--- src/rtl/mem_arbiter_if.sv ---
// Bundle of fetch, data and shared-memory signals around the memory arbiter.
// The slave modport is the arbiter's view; master is the requester/memory side.
interface mem_arbiter_if #(
    parameter int unsigned DATA_WIDTH = 32
);
    logic                  f_req;
    logic [DATA_WIDTH-1:0] f_addr;
    logic                  f_ready;
    logic [DATA_WIDTH-1:0] f_rdata;

    logic                  d_req;
    logic                  d_we;
    logic [DATA_WIDTH-1:0] d_addr;
    logic [DATA_WIDTH-1:0] d_wdata;
    logic [2:0]            d_width;
    logic                  d_ready;
    logic [DATA_WIDTH-1:0] d_rdata;

    logic                  mem_req;
    logic                  mem_we;
    logic [DATA_WIDTH-1:0] mem_addr;
    logic [DATA_WIDTH-1:0] mem_wdata;
    logic [2:0]            mem_width;
    logic                  mem_ready;
    logic [DATA_WIDTH-1:0] mem_rdata;

    logic                  stall_f;
    logic                  stall_d;
    logic                  err;

    modport slave (
        input  f_req, f_addr, d_req, d_we, d_addr, d_wdata, d_width,
               mem_ready, mem_rdata,
        output f_ready, f_rdata, d_ready, d_rdata,
               mem_req, mem_we, mem_addr, mem_wdata, mem_width,
               stall_f, stall_d, err
    );

    modport master (
        output f_req, f_addr, d_req, d_we, d_addr, d_wdata, d_width,
               mem_ready, mem_rdata,
        input  f_ready, f_rdata, d_ready, d_rdata,
               mem_req, mem_we, mem_addr, mem_wdata, mem_width,
               stall_f, stall_d, err
    );
endinterface

--- src/rtl/mem_arbiter.sv ---
// Arbitrates fetch and data requests onto one shared memory port, with
// anti-starvation for fetch and a sticky timeout error.
module mem_arbiter #(
    parameter int unsigned DATA_WIDTH = 32,
    parameter int unsigned MAX_WAIT   = 15
) (
    input logic            clk,
    input logic            rst,
    mem_arbiter_if.slave   bus
);
    localparam int unsigned WAIT_W = $clog2(MAX_WAIT + 1);

    localparam logic [1:0] S_IDLE  = 2'd0;
    localparam logic [1:0] S_FETCH = 2'd1;
    localparam logic [1:0] S_DATA  = 2'd2;

    localparam logic [2:0] WIDTH_WORD   = 3'b010;
    localparam logic [1:0] STARVE_LIMIT = 2'd2;

    logic [1:0]            state_q, state_d;
    logic [1:0]            dcnt_q, dcnt_d;
    logic [WAIT_W-1:0]     wait_q, wait_d;
    logic [DATA_WIDTH-1:0] addr_q, addr_d;
    logic [DATA_WIDTH-1:0] wdata_q, wdata_d;
    logic                  we_q, we_d;
    logic [2:0]            width_q, width_d;
    logic                  err_q, err_d;

    logic                  busy_c;
    logic                  timeout_c;
    logic                  done_c;
    logic                  f_ready_c;
    logic                  d_ready_c;
    logic                  starve_c;

    always_ff @(posedge clk) begin
        if (!rst) begin
            state_q <= S_IDLE;
            dcnt_q  <= '0;
            wait_q  <= '0;
            addr_q  <= '0;
            wdata_q <= '0;
            we_q    <= 1'b0;
            width_q <= '0;
            err_q   <= 1'b0;
        end else begin
            state_q <= state_d;
            dcnt_q  <= dcnt_d;
            wait_q  <= wait_d;
            addr_q  <= addr_d;
            wdata_q <= wdata_d;
            we_q    <= we_d;
            width_q <= width_d;
            err_q   <= err_d;
        end
    end

    // A late mem_ready still beats the timeout in the same cycle.
    assign busy_c    = (state_q != S_IDLE);
    assign timeout_c = busy_c && !bus.mem_ready && (wait_q == WAIT_W'(MAX_WAIT));
    assign done_c    = bus.mem_ready || timeout_c;
    assign starve_c  = bus.f_req && (dcnt_q == STARVE_LIMIT);

    always_comb begin
        state_d = state_q;
        dcnt_d  = dcnt_q;
        wait_d  = wait_q;
        addr_d  = addr_q;
        wdata_d = wdata_q;
        we_d    = we_q;
        width_d = width_q;
        err_d   = err_q;

        case (state_q)
            S_IDLE: begin
                if (bus.d_req && !starve_c) begin
                    state_d = S_DATA;
                    wait_d  = '0;
                    addr_d  = bus.d_addr;
                    wdata_d = bus.d_wdata;
                    we_d    = bus.d_we;
                    width_d = bus.d_width;
                    dcnt_d  = bus.f_req ? dcnt_q + 2'd1 : 2'd0;
                end else if (bus.f_req) begin
                    state_d = S_FETCH;
                    wait_d  = '0;
                    addr_d  = bus.f_addr;
                    wdata_d = '0;
                    we_d    = 1'b0;
                    width_d = WIDTH_WORD;
                    dcnt_d  = 2'd0;
                end else begin
                    dcnt_d  = 2'd0;
                end
            end
            S_FETCH, S_DATA: begin
                if (done_c) begin
                    state_d = S_IDLE;
                    if (timeout_c) begin
                        err_d = 1'b1;
                    end
                end else begin
                    wait_d = wait_q + WAIT_W'(1);
                end
            end
            default: begin
                state_d = S_IDLE;
            end
        endcase
    end

    // Ready pulses are suppressed while reset is asserted.
    assign f_ready_c = rst && (state_q == S_FETCH) && done_c;
    assign d_ready_c = rst && (state_q == S_DATA) && done_c;

    assign bus.f_ready   = f_ready_c;
    assign bus.d_ready   = d_ready_c;
    assign bus.f_rdata   = timeout_c ? '0 : bus.mem_rdata;
    assign bus.d_rdata   = timeout_c ? '0 : bus.mem_rdata;

    assign bus.mem_req   = busy_c;
    assign bus.mem_we    = we_q;
    assign bus.mem_addr  = addr_q;
    assign bus.mem_wdata = wdata_q;
    assign bus.mem_width = width_q;

    assign bus.stall_f   = bus.f_req & ~f_ready_c;
    assign bus.stall_d   = bus.d_req & ~d_ready_c;
    assign bus.err       = err_q;
endmodule
--- src/flat_wrapper.sv ---
// flat-port wrapper written by rule: the top's interface ports become plain ports
module mem_arbiter_flat 
#(
    parameter int unsigned DATA_WIDTH = 32,
    parameter int unsigned MAX_WAIT   = 15
)
  (clk, rst, bus_f_req, bus_f_addr, bus_d_req, bus_d_we, bus_d_addr, bus_d_wdata, bus_d_width, bus_mem_ready, bus_mem_rdata, bus_f_ready, bus_f_rdata, bus_d_ready, bus_d_rdata, bus_mem_req, bus_mem_we, bus_mem_addr, bus_mem_wdata, bus_mem_width, bus_stall_f, bus_stall_d, bus_err);
  mem_arbiter_if #(.DATA_WIDTH(DATA_WIDTH)) bus_i ();
  input logic clk;
  input logic rst;
  input wire logic [$bits(bus_i.f_req)-1:0] bus_f_req;
  input wire logic [$bits(bus_i.f_addr)-1:0] bus_f_addr;
  input wire logic [$bits(bus_i.d_req)-1:0] bus_d_req;
  input wire logic [$bits(bus_i.d_we)-1:0] bus_d_we;
  input wire logic [$bits(bus_i.d_addr)-1:0] bus_d_addr;
  input wire logic [$bits(bus_i.d_wdata)-1:0] bus_d_wdata;
  input wire logic [$bits(bus_i.d_width)-1:0] bus_d_width;
  input wire logic [$bits(bus_i.mem_ready)-1:0] bus_mem_ready;
  input wire logic [$bits(bus_i.mem_rdata)-1:0] bus_mem_rdata;
  output wire logic [$bits(bus_i.f_ready)-1:0] bus_f_ready;
  output wire logic [$bits(bus_i.f_rdata)-1:0] bus_f_rdata;
  output wire logic [$bits(bus_i.d_ready)-1:0] bus_d_ready;
  output wire logic [$bits(bus_i.d_rdata)-1:0] bus_d_rdata;
  output wire logic [$bits(bus_i.mem_req)-1:0] bus_mem_req;
  output wire logic [$bits(bus_i.mem_we)-1:0] bus_mem_we;
  output wire logic [$bits(bus_i.mem_addr)-1:0] bus_mem_addr;
  output wire logic [$bits(bus_i.mem_wdata)-1:0] bus_mem_wdata;
  output wire logic [$bits(bus_i.mem_width)-1:0] bus_mem_width;
  output wire logic [$bits(bus_i.stall_f)-1:0] bus_stall_f;
  output wire logic [$bits(bus_i.stall_d)-1:0] bus_stall_d;
  output wire logic [$bits(bus_i.err)-1:0] bus_err;
  assign bus_i.f_req = bus_f_req;
  assign bus_i.f_addr = bus_f_addr;
  assign bus_i.d_req = bus_d_req;
  assign bus_i.d_we = bus_d_we;
  assign bus_i.d_addr = bus_d_addr;
  assign bus_i.d_wdata = bus_d_wdata;
  assign bus_i.d_width = bus_d_width;
  assign bus_i.mem_ready = bus_mem_ready;
  assign bus_i.mem_rdata = bus_mem_rdata;
  assign bus_f_ready = bus_i.f_ready;
  assign bus_f_rdata = bus_i.f_rdata;
  assign bus_d_ready = bus_i.d_ready;
  assign bus_d_rdata = bus_i.d_rdata;
  assign bus_mem_req = bus_i.mem_req;
  assign bus_mem_we = bus_i.mem_we;
  assign bus_mem_addr = bus_i.mem_addr;
  assign bus_mem_wdata = bus_i.mem_wdata;
  assign bus_mem_width = bus_i.mem_width;
  assign bus_stall_f = bus_i.stall_f;
  assign bus_stall_d = bus_i.stall_d;
  assign bus_err = bus_i.err;
  mem_arbiter #(.DATA_WIDTH(DATA_WIDTH), .MAX_WAIT(MAX_WAIT)) u_core (.clk(clk), .rst(rst), .bus(bus_i));
endmodule
--- config.mk ---
export PLATFORM = sky130hd
export DESIGN_NAME = mem_arbiter_flat
export DESIGN_NICKNAME = d
export VERILOG_FILES = /design/src/rtl/mem_arbiter_if.sv /design/src/rtl/mem_arbiter.sv /design/src/flat_wrapper.sv
export SDC_FILE = /design/constraint.sdc
export NUM_CORES = 1
export LEC_CHECK = 0
export ABC_AREA = 1
export BUFFER_PORTS_ARGS = -buffer_cell sky130_fd_sc_hd__buf_2
export CAP_MARGIN = 20
export CORE_MARGIN = 8
export CORE_UTILIZATION = 25
export CTS_CLUSTER_SIZE = 16
export DETAILED_ROUTE_END_ITERATION = 10
export SYNTH_ARGS = -nofsm -noshare
export SYNTH_HDL_FRONTEND = slang
export SYNTH_SLANG_ARGS = --single-unit
--- constraint.sdc ---
create_clock -name clk -period 2.1 [get_ports clk]
set_clock_uncertainty 0.05 [all_clocks]
set_input_delay 0.42 -clock clk [delete_from_list [all_inputs] [get_ports clk]]
set_output_delay 0.42 -clock clk [all_outputs]
set_load 0.05 [all_outputs]
Word level (Yosys, flattened, before mapping)
Index checks and enable logic that the tools add are counted.

Logic and storage cells: 60. Register bits after elaboration: 77.

Add/sub/neg operators: 2. Reductions and logical operators: 20. Equal/unequal tests: 7. Multiplexer cells: 19. Bitwise gates (word level): 4.

Operators by type and width (number): $mux W32 (5); $mux W4 (3); $mux W2 (5); $logic_and A1 B1 Y1 (8); $pmux W4 S2 (1); $mux W3 (2); $reduce_and A3 Y1 (2); $reduce_bool A2 Y1 (3); $add A4 B1 Y4 const B (1); $eq A2 B2 Y1 const B (2); $eq A4 B4 Y1 const B (1); $pmux W2 S2 (1); $reduce_and A2 Y1 (2); $ne A3 B2 Y1 const B (1); $add A2 B1 Y2 const B (1); $and A1 B1 Y1 (2); $eq A2 B1 Y1 const B (1); $logic_not A1 Y1 (2); $logic_not A2 Y1 (1); $mux W1 (2); $ne A2 B1 Y1 const B (1); $ne A2 B2 Y1 const B (1); $not A1 Y1 (2); $reduce_or A2 Y1 (1); $logic_or A1 B1 Y1 (1).

Depth between registers and ports, before layout
Gate-level depths: netlist of run 1.

Depth in word-level cells: 7. Gate-level depth with buffers: 10. Mapped depth without buffers: 10.

Least setup slack after synthesis of run 1
OpenSTA, ideal clock, no wires.

Path type: register to output. From: register u_core.state_q[0]. To: output port bus_f_rdata[10]. Data arrival time: 2015 ps. Cell stages (with the launch flop): 9. Setup slack: -385 ps. Data required time: 1630 ps. Cells stage by stage: dfxtp_1 > inv_1 > ha_1 > nor2_1 > nand4_1 > inv_1 > buf_2 > nor2_1 > buf_4.

Longest elaborated chain between the ends: 4.

RTL lines: start: declaration (line mem_arbiter.sv:20) `logic [1:0] state_q, state_d;`; start signal: assignment (line mem_arbiter.sv:47) `state_q <= state_d;`; $reduce_bool A2 Y1 (line mem_arbiter.sv:59) `assign busy_c = (state_q != S_IDLE);`; $logic_and A1 B1 Y1 (2 in series) (line mem_arbiter.sv:60) `assign timeout_c = busy_c && !bus.mem_ready && (wait_q == WAIT_W'(MAX_WAIT));`; $mux W32; end: declaration (line flat_wrapper.sv:21) `output wire logic [$bits(bus_i.f_rdata)-1:0] bus_f_rdata;`.

Every way passes these cells.

Final worst setup path of run 1
From: register u_core.state_q[1]. To: output port bus_f_rdata[13].

Longest elaborated chain between the ends: 4.

RTL lines: $reduce_bool A2 Y1 (line mem_arbiter.sv:59); $logic_and A1 B1 Y1 (2 in series) (line mem_arbiter.sv:60); $mux W32 (line mem_arbiter.sv:118) `assign bus.f_rdata = timeout_c ? '0 : bus.mem_rdata;`.

Every way passes these cells.

==> results of run 1 <==
[power by group through the flow]
stage,logic (W),clock network [W],registers [W]
floorplan,0.000782,0,0.00216
global placement,0.00164,0,0.00171
detailed placement,0.00164,0,0.00171
CTS,0.00177,0.00168,0.00168
global route,0.00195,0.00173,0.00170
finish,0.00183,0.00162,0.00168
[layout by cell type, fill, tap and decap left out, types with 2 or more instances in the layout]
cell                         synthesis  final
sky130_fd_sc_hd__a31oi_1            32     32
sky130_fd_sc_hd__nor2_4              1     35
sky130_fd_sc_hd__clkbuf_16           0      9
sky130_fd_sc_hd__buf_16              0      4
sky130_fd_sc_hd__buf_2              13    206
sky130_fd_sc_hd__inv_6               0      2
sky130_fd_sc_hd__inv_2               2      3
sky130_fd_sc_hd__buf_6               3     34
sky130_fd_sc_hd__a21oi_1            43     43
sky130_fd_sc_hd__clkinvlp_4          0      3
sky130_fd_sc_hd__nand3_2             1      3
sky130_fd_sc_hd__ha_4                0      2
sky130_fd_sc_hd__nand2_2             1      2
sky130_fd_sc_hd__nand3_1             7      5
sky130_fd_sc_hd__buf_8               0     34
sky130_fd_sc_hd__o21ai_1             9      9
sky130_fd_sc_hd__dfxtp_1            77     75
sky130_fd_sc_hd__nor2_1             44      9
sky130_fd_sc_hd__inv_1              48     43
sky130_fd_sc_hd__dfxtp_2             0      2
sky130_fd_sc_hd__buf_12              0      8
sky130_fd_sc_hd__ha_1                5      3
sky130_fd_sc_hd__nand4_1             2      2
sky130_fd_sc_hd__buf_4              39     13
sky130_fd_sc_hd__nand2_1           152    151
sky130_fd_sc_hd__o21ai_0            25     25
[worst min-delay path, stage by stage]
cell and delay, ns:
sky130_fd_sc_hd__buf_2 0.08, sky130_fd_sc_hd__nor3_1 0.04, sky130_fd_sc_hd__nor2_1 0.08
[layout make-up]
cell class | count | share of cell area
well taps | 184 | 0.03598
multi-input cells | 328 | 0.2843
repair buffers | 299 | 0.3582
inverters | 50 | 0.03207
clock buffers | 10 | 0.03735
clock inverters | 6 | 0.01075
flip-flops and latches | 77 | 0.2413
[flip-flops by register name, indices dropped and copies added, names as in the netlist]
name and flops:
u_core.bus.mem_addr 32, u_core.bus.err 1, u_core.dcnt_q 2, u_core.bus.mem_we 1, u_core.bus.mem_wdata 32, u_core.bus.mem_width 3
u_core.wait_q 4, u_core.state_q 2
[cell families (layout without fill, tap and decap cells)]
logic type,after synthesis,count (layout),synth area share
xor gates and xnor gates,1,1,0.002396
DFF,77,77,0.4216
buffers and inverters,112,365,0.1656
AOI/OAI and AO/OA,113,113,0.1701
and+or+nand+nor,209,209,0.2231
adders and majority gates,5,5,0.01711
[routing by layer]
metal	global-route usage	routed length, µm	up-vias
li1	-	-	2115
met1	0.1559	5479	1855
met2	0.2518	7122	180
met3	0.04001	1506	18
met4	0.05794	245	0
met5	0	0	-
[timing repair]
| action | 4_1_cts | 5_1_grt |
|---|---|---|
| gates resized for setup | 164 | 40 |
| setup buffers | 7 | 4 |
| hold endpoints to repair | 0 | 0 |
| cloned | 4 | 0 |
| setup endpoints to repair | 68 | 68 |
| pin swaps | 5 | 5 |
[final timing paths]
kind                            from                  endpoint  slack (ns)  cells after the start
max                u_core.state_q[1]           bus_f_rdata[13]       -0.11                      9
min reg2reg  u_core.bus.mem_wdata[0]   u_core.bus.mem_wdata[0]        0.41                      2
min                   bus_d_width[1]   u_core.bus.mem_width[1]        0.27                      3
max reg2reg        u_core.state_q[1]  u_core.bus.mem_wdata[26]        0.39                      9
[metrics by stage]
| stage | hold slack (ns) | setup slack [ns] |
|---|---|---|
| floorplan | 0.4042 | -0.1886 |
| global placement | 0.4003 | 0.1413 |
| detailed placement | 0.4027 | 0.1151 |
| CTS | 0.2523 | -0.1460 |
| global route | 0.2663 | -0.1956 |
| finish | 0.2660 | -0.1150 |
==> impl_metrics.ini, run 1 <==
[worst_setup_path]
worstPathCellList = inv_2 -> ha_4 -> nor2_2 -> nand4_1 -> inv_4 -> buf_12 -> buf_16 -> nor2_4 -> buf_6
path_delay_family = buffers and inverters
worstSetupEndpointType = output port
path_buf_inv = 5
cp_required_ns = 1.63
path_class = reg2out
critical-path-slowest-cell = sky130_fd_sc_hd__dfxtp_2
critical_path_launch_point_type = flip-flop
cpPeakStageDelay_ns = 0.34
worst-path-max-fanout = 5
crit_arrival_ns = 1.74

[routing]
drc = 0
drt-vias-per-instance = 4.369
detailedRoute.firstPassIterationCount = 4
first_iter_violations = 175
antenna_left = 0
average_wire_per_cell_in_the_routed_design_um = 15.05
num_vias = 4168
detail_route.wirelength_mm = 14.35

[floorplan]
die_area_um2 = 18750
initial_core_util = 0.2535
die_w_um = 136.9
fp-row-count = 44
pin_count = 275
die_height_um = 136.9
core_region_area_um2 = 14420

[yosys]
netlist_instances = 517
yosysSeqAreaShare = 0.4216
syn_area_um2 = 3656
synth_top_cells_by_count = 152 x sky130_fd_sc_hd__nand2_1, 77 x sky130_fd_sc_hd__dfxtp_1, 48 x sky130_fd_sc_hd__inv_1
synthMostInstantiatedCell = sky130_fd_sc_hd__nand2_1
yosys_reg_bits = 77
postSynthAreaPerCell_um2 = 7.072
async_flop_share = 0
synth_edf_count = 0
synth_cell_type_count = 26
yosys_warns = 0
syn_nets = 659
synth.area.top_cells = sky130_fd_sc_hd__dfxtp_1 42%, sky130_fd_sc_hd__nand2_1 16%, sky130_fd_sc_hd__buf_4 8.0%
synthDominantCellAreaShare = 0.4216
dominantRegCellSynth = sky130_fd_sc_hd__dfxtp_1
post-synth-top-area-cell = sky130_fd_sc_hd__dfxtp_1

[placement]
place_area_um2 = 5200
post_dp_hpwl_mm = 10.18
place.gp.congestion = 0.7237
placedCellCount = 923
io_buffer_count = 274

[pwr]
comb_power_share = 0.356
leakage_power_summed_over_all_cells_nw = 3.136
pwr-share-clk = 0.316
power_density_nw_per_um2 = 801.4
p_sw_frac = 0.3861
switchingPower_w = 0.001980
power_w = 0.005128
p_seq_frac = 0.328
vdd_ir_drop_max_uv = 464.0
cell_internal_pwr_w = 0.003148

[layout]
multi_input_comb_area_um2 = 1819
final_cells = 954
final_layout_size_suffix_gt1_frac = 0.4805
nNetsFinal = 907
insertedDiodeCount = 0
layout.core_utilization = 0.4436
layout-area-overhead-vs-synth_pct = 75.02
num-fill-cells = 1400
post-route-cell-area_um2 = 6399
register_area_um2 = 1544

[clock_tree]
cts_inserted_buffers = 9
htreeDepth = 3
cts.clk_slew.worst_paths_ns = 0.06
cts_hold_buffers = 0
clock_insertion_delay_worst_skew_ns = 0.34
cts.path.max_buffers = 2
cts_num_sinks = 77
tritoncts_clock_tree = yes
ctsRootBufferMaster = sky130_fd_sc_hd__clkbuf_16

[grt]
grt_start_max_net_pins = 68
wire_length_of_the_first_global_routing_pass_mm = 21.26
globalRouteTotalUtil = 0.1420
antenna_found_initial = 0
globalRouteOverflowTotal = 0
first_global_vias = 4014

[sta]
layout_setup_ws_ns = -0.1150
totalNegativeSetupSlack_ns = -5.408
setup_viol = 54
tightestPinTransition_ns = 0.3884
slew-limit-headroom = 0.7411
slew_viol_final = 0
hold_violations = 0
fmax_ghz = 0.4515
rsz0062_at_grt = true
final.min_clock_period_ns = 2.215
timing.final.crit_share = 1.055

[outcome]
failed_checks = negative setup slack
run_status = finished with violations

[flow_run]
cap_viol_max_count = 0

[worst_hold_path]
timing.hold.worst.class = in2reg
Power figures use the tool's default switching activity.
==> inputs of run 2 (changes only) <==
CORE_MARGIN = not set   (was 8)
clock period = 1.8 ns   (was 2.1 ns; I/O delays follow)
==> impl_metrics.ini, run 2 (same netlist as run 1, synthesis figures left out) <==
[worst_setup_path]
path_class = reg2out
cpPeakStageDelay_ns = 0.33
worstPathCellList = inv_2 -> ha_4 -> buf_12 -> clkinv_4 -> nand2_2 -> o21bai_4 -> nand3_2 -> clkinvlp_4 -> nor2_4 -> buf_8
cp_required_ns = 1.39
critical-path-slowest-cell = sky130_fd_sc_hd__dfxtp_2
path_buf_inv = 5
critical_path_launch_point_type = flip-flop
worst-path-max-fanout = 3
crit_arrival_ns = 1.68
path_delay_family = buffers and inverters
worstSetupEndpointType = output port

[grt]
met3_track_demand_over_resource_in_global_routing = 0.02583
first_global_vias = 3713
wire_length_of_the_first_global_routing_pass_mm = 17.82
antenna_found_initial = 0
groute.layer.met1.usage = 0.1702
grt_start_max_net_pins = 68
global_route.usage.met2 = 0.2872
grt_most_used_layer = met2
globalRouteOverflowTotal = 0
globalRouteTotalUtil = 0.1528

[sta]
layout_setup_ws_ns = -0.2891
slew-limit-headroom = 0.7500
final.min_clock_period_ns = 2.089
tightestPinTransition_ns = 0.3750
setup_viol = 68
rsz0062_at_grt = true
fmax_ghz = 0.4787
hold_ws_ns = 0.2117
hold_violations = 0
timing.final.crit_share = 1.161
slew_viol_final = 0

[pwr]
cell_internal_pwr_w = 0.003756
comb_power_share = 0.370
p_seq_frac = 0.323
power_w = 0.006085
power_density_nw_per_um2 = 943.7
p_sw_frac = 0.3828
switchingPower_w = 0.002329
vdd_ir_drop_max_uv = 396.9
leakage_power_summed_over_all_cells_nw = 3.178
pwr-share-clk = 0.307

[layout]
commonest_cells_after_routing_fill_and_taps_aside = 205 x sky130_fd_sc_hd__buf_2, 151 x sky130_fd_sc_hd__nand2_1, 73 x sky130_fd_sc_hd__dfxtp_1
final_cells = 958
layout-area-overhead-vs-synth_pct = 76.39
insertedDiodeCount = 0
num-fill-cells = 1374
nNetsFinal = 915
mostFrequentLayoutCell = sky130_fd_sc_hd__buf_2
final_layout_size_suffix_gt1_frac = 0.4897
layout.core_utilization = 0.4575

[floorplan]
core_region_area_um2 = 14100
pin_count = 275
die_height_um = 122.9
die_w_um = 122.9
die_area_um2 = 15110
fp-row-count = 43
initial_core_util = 0.2594

[clock_tree]
htreeDepth = 3
cts_num_sinks = 77
clock_insertion_delay_worst_skew_ns = 0.33
ctsRootBufferMaster = sky130_fd_sc_hd__clkbuf_16
cts_inserted_buffers = 9
cts.path.max_buffers = 2
tritoncts_clock_tree = yes
cts.clk_slew.worst_paths_ns = 0.06

[outcome]
run_status = finished with violations
failed_checks = negative setup slack

[routing]
detail_route.wirelength_mm = 13.11
drt-vias-per-instance = 4.396
detailedRoute.firstPassIterationCount = 4
first_iter_violations = 126
drc = 0
antenna_left = 0
num_vias = 4211
average_wire_per_cell_in_the_routed_design_um = 13.68

[flow_run]
cap_viol_max_count = 0

[placement]
place.gp.congestion = 0.7323
io_buffer_count = 274
post_dp_hpwl_mm = 8.554
placedCellCount = 932

[worst_hold_path]
timing.hold.worst.class = in2reg
## run 2: changes by cell type in the layout (fill, tap and decap cells not counted), moves of 3 or more
cell,delta
sky130_fd_sc_hd__buf_6,+15
sky130_fd_sc_hd__buf_8,-9
sky130_fd_sc_hd__buf_16,-4
sky130_fd_sc_hd__clkbuf_16,+4
sky130_fd_sc_hd__buf_4,+3
## run 2: metal layers
metal	share of wire	vias to the layer above
li1	-	2136
met1	0.41	1888
met2	0.52	174
met3	0.062	13
met4	0.013	0
met5	0	-
## run 2: worst register-to-register path, cell delays in order, from the launching register on
cell	delay (ns)
sky130_fd_sc_hd__dfxtp_2	0.32
sky130_fd_sc_hd__inv_2	0.07
sky130_fd_sc_hd__ha_4	0.16
sky130_fd_sc_hd__buf_12	0.10
sky130_fd_sc_hd__clkinv_4	0.04
sky130_fd_sc_hd__buf_6	0.13
sky130_fd_sc_hd__a21oi_4	0.15
sky130_fd_sc_hd__buf_4	0.17
sky130_fd_sc_hd__clkbuf_16	0.19
sky130_fd_sc_hd__o21ai_0	0.09
sky130_fd_sc_hd__a31oi_1	0.18
## run 2: power groups by stage
stage               Combinational (W)  Sequential, W  Clock, W
finish                        0.00225        0.00197   0.00187
global route                  0.00239        0.00199   0.00200
CTS                           0.00207        0.00196   0.00193
detailed placement            0.00194        0.00199         0
global placement              0.00194        0.00199         0
floorplan                    0.000948        0.00253         0
## run 2: cell type report
type | instances | area (µm²) | area share
inverters | 50 | 202.7 | 0.03143
flip-flops and latches | 77 | 1546 | 0.2398
clock buffers | 10 | 239.0 | 0.03706
well taps | 180 | 225.2 | 0.03492
repair buffers | 307 | 2333 | 0.3619
clock inverters | 6 | 70.07 | 0.01087
multi-input cells | 328 | 1832 | 0.2841
## run 2: timing repair
| item | in CTS | in global routing |
|---|---|---|
| gates resized for setup | 138 | 44 |
| setup endpoints to repair | 69 | 69 |
| setup buffers | 3 | 5 |
| pin swaps | 10 | 7 |
| hold buffers | 0 | 0 |
| endpoints found under the hold margin | 0 | 0 |
| cloned | 1 | 4 |
## run 2: stage by stage
| stage | setup TNS (ns) | worst slack (ns) | cell area, µm² |
|---|---|---|---|
| floorplan | -4.060 | -0.1275 | 4108 |
| detailed placement | -1.313 | -0.04204 | 5409 |
| global route | -24.08 | -0.3776 | 6449 |
| CTS | -21.55 | -0.3660 | 6192 |
| global placement | -0.3855 | -0.02224 | 5409 |
| finish | -17.98 | -0.2891 | 6449 |
## run 2: final timing paths
kind,from,endpoint,slack [ns],cells past startpoint
setup / recovery,u_core.state_q[1],bus_stall_d,-0.29,10
hold reg to reg,u_core.bus.err,u_core.bus.err,0.41,1
setup reg to reg,u_core.state_q[0],u_core.bus.mem_addr[11],0.08,10
hold / removal,bus_d_width[1],u_core.bus.mem_width[1],0.21,3
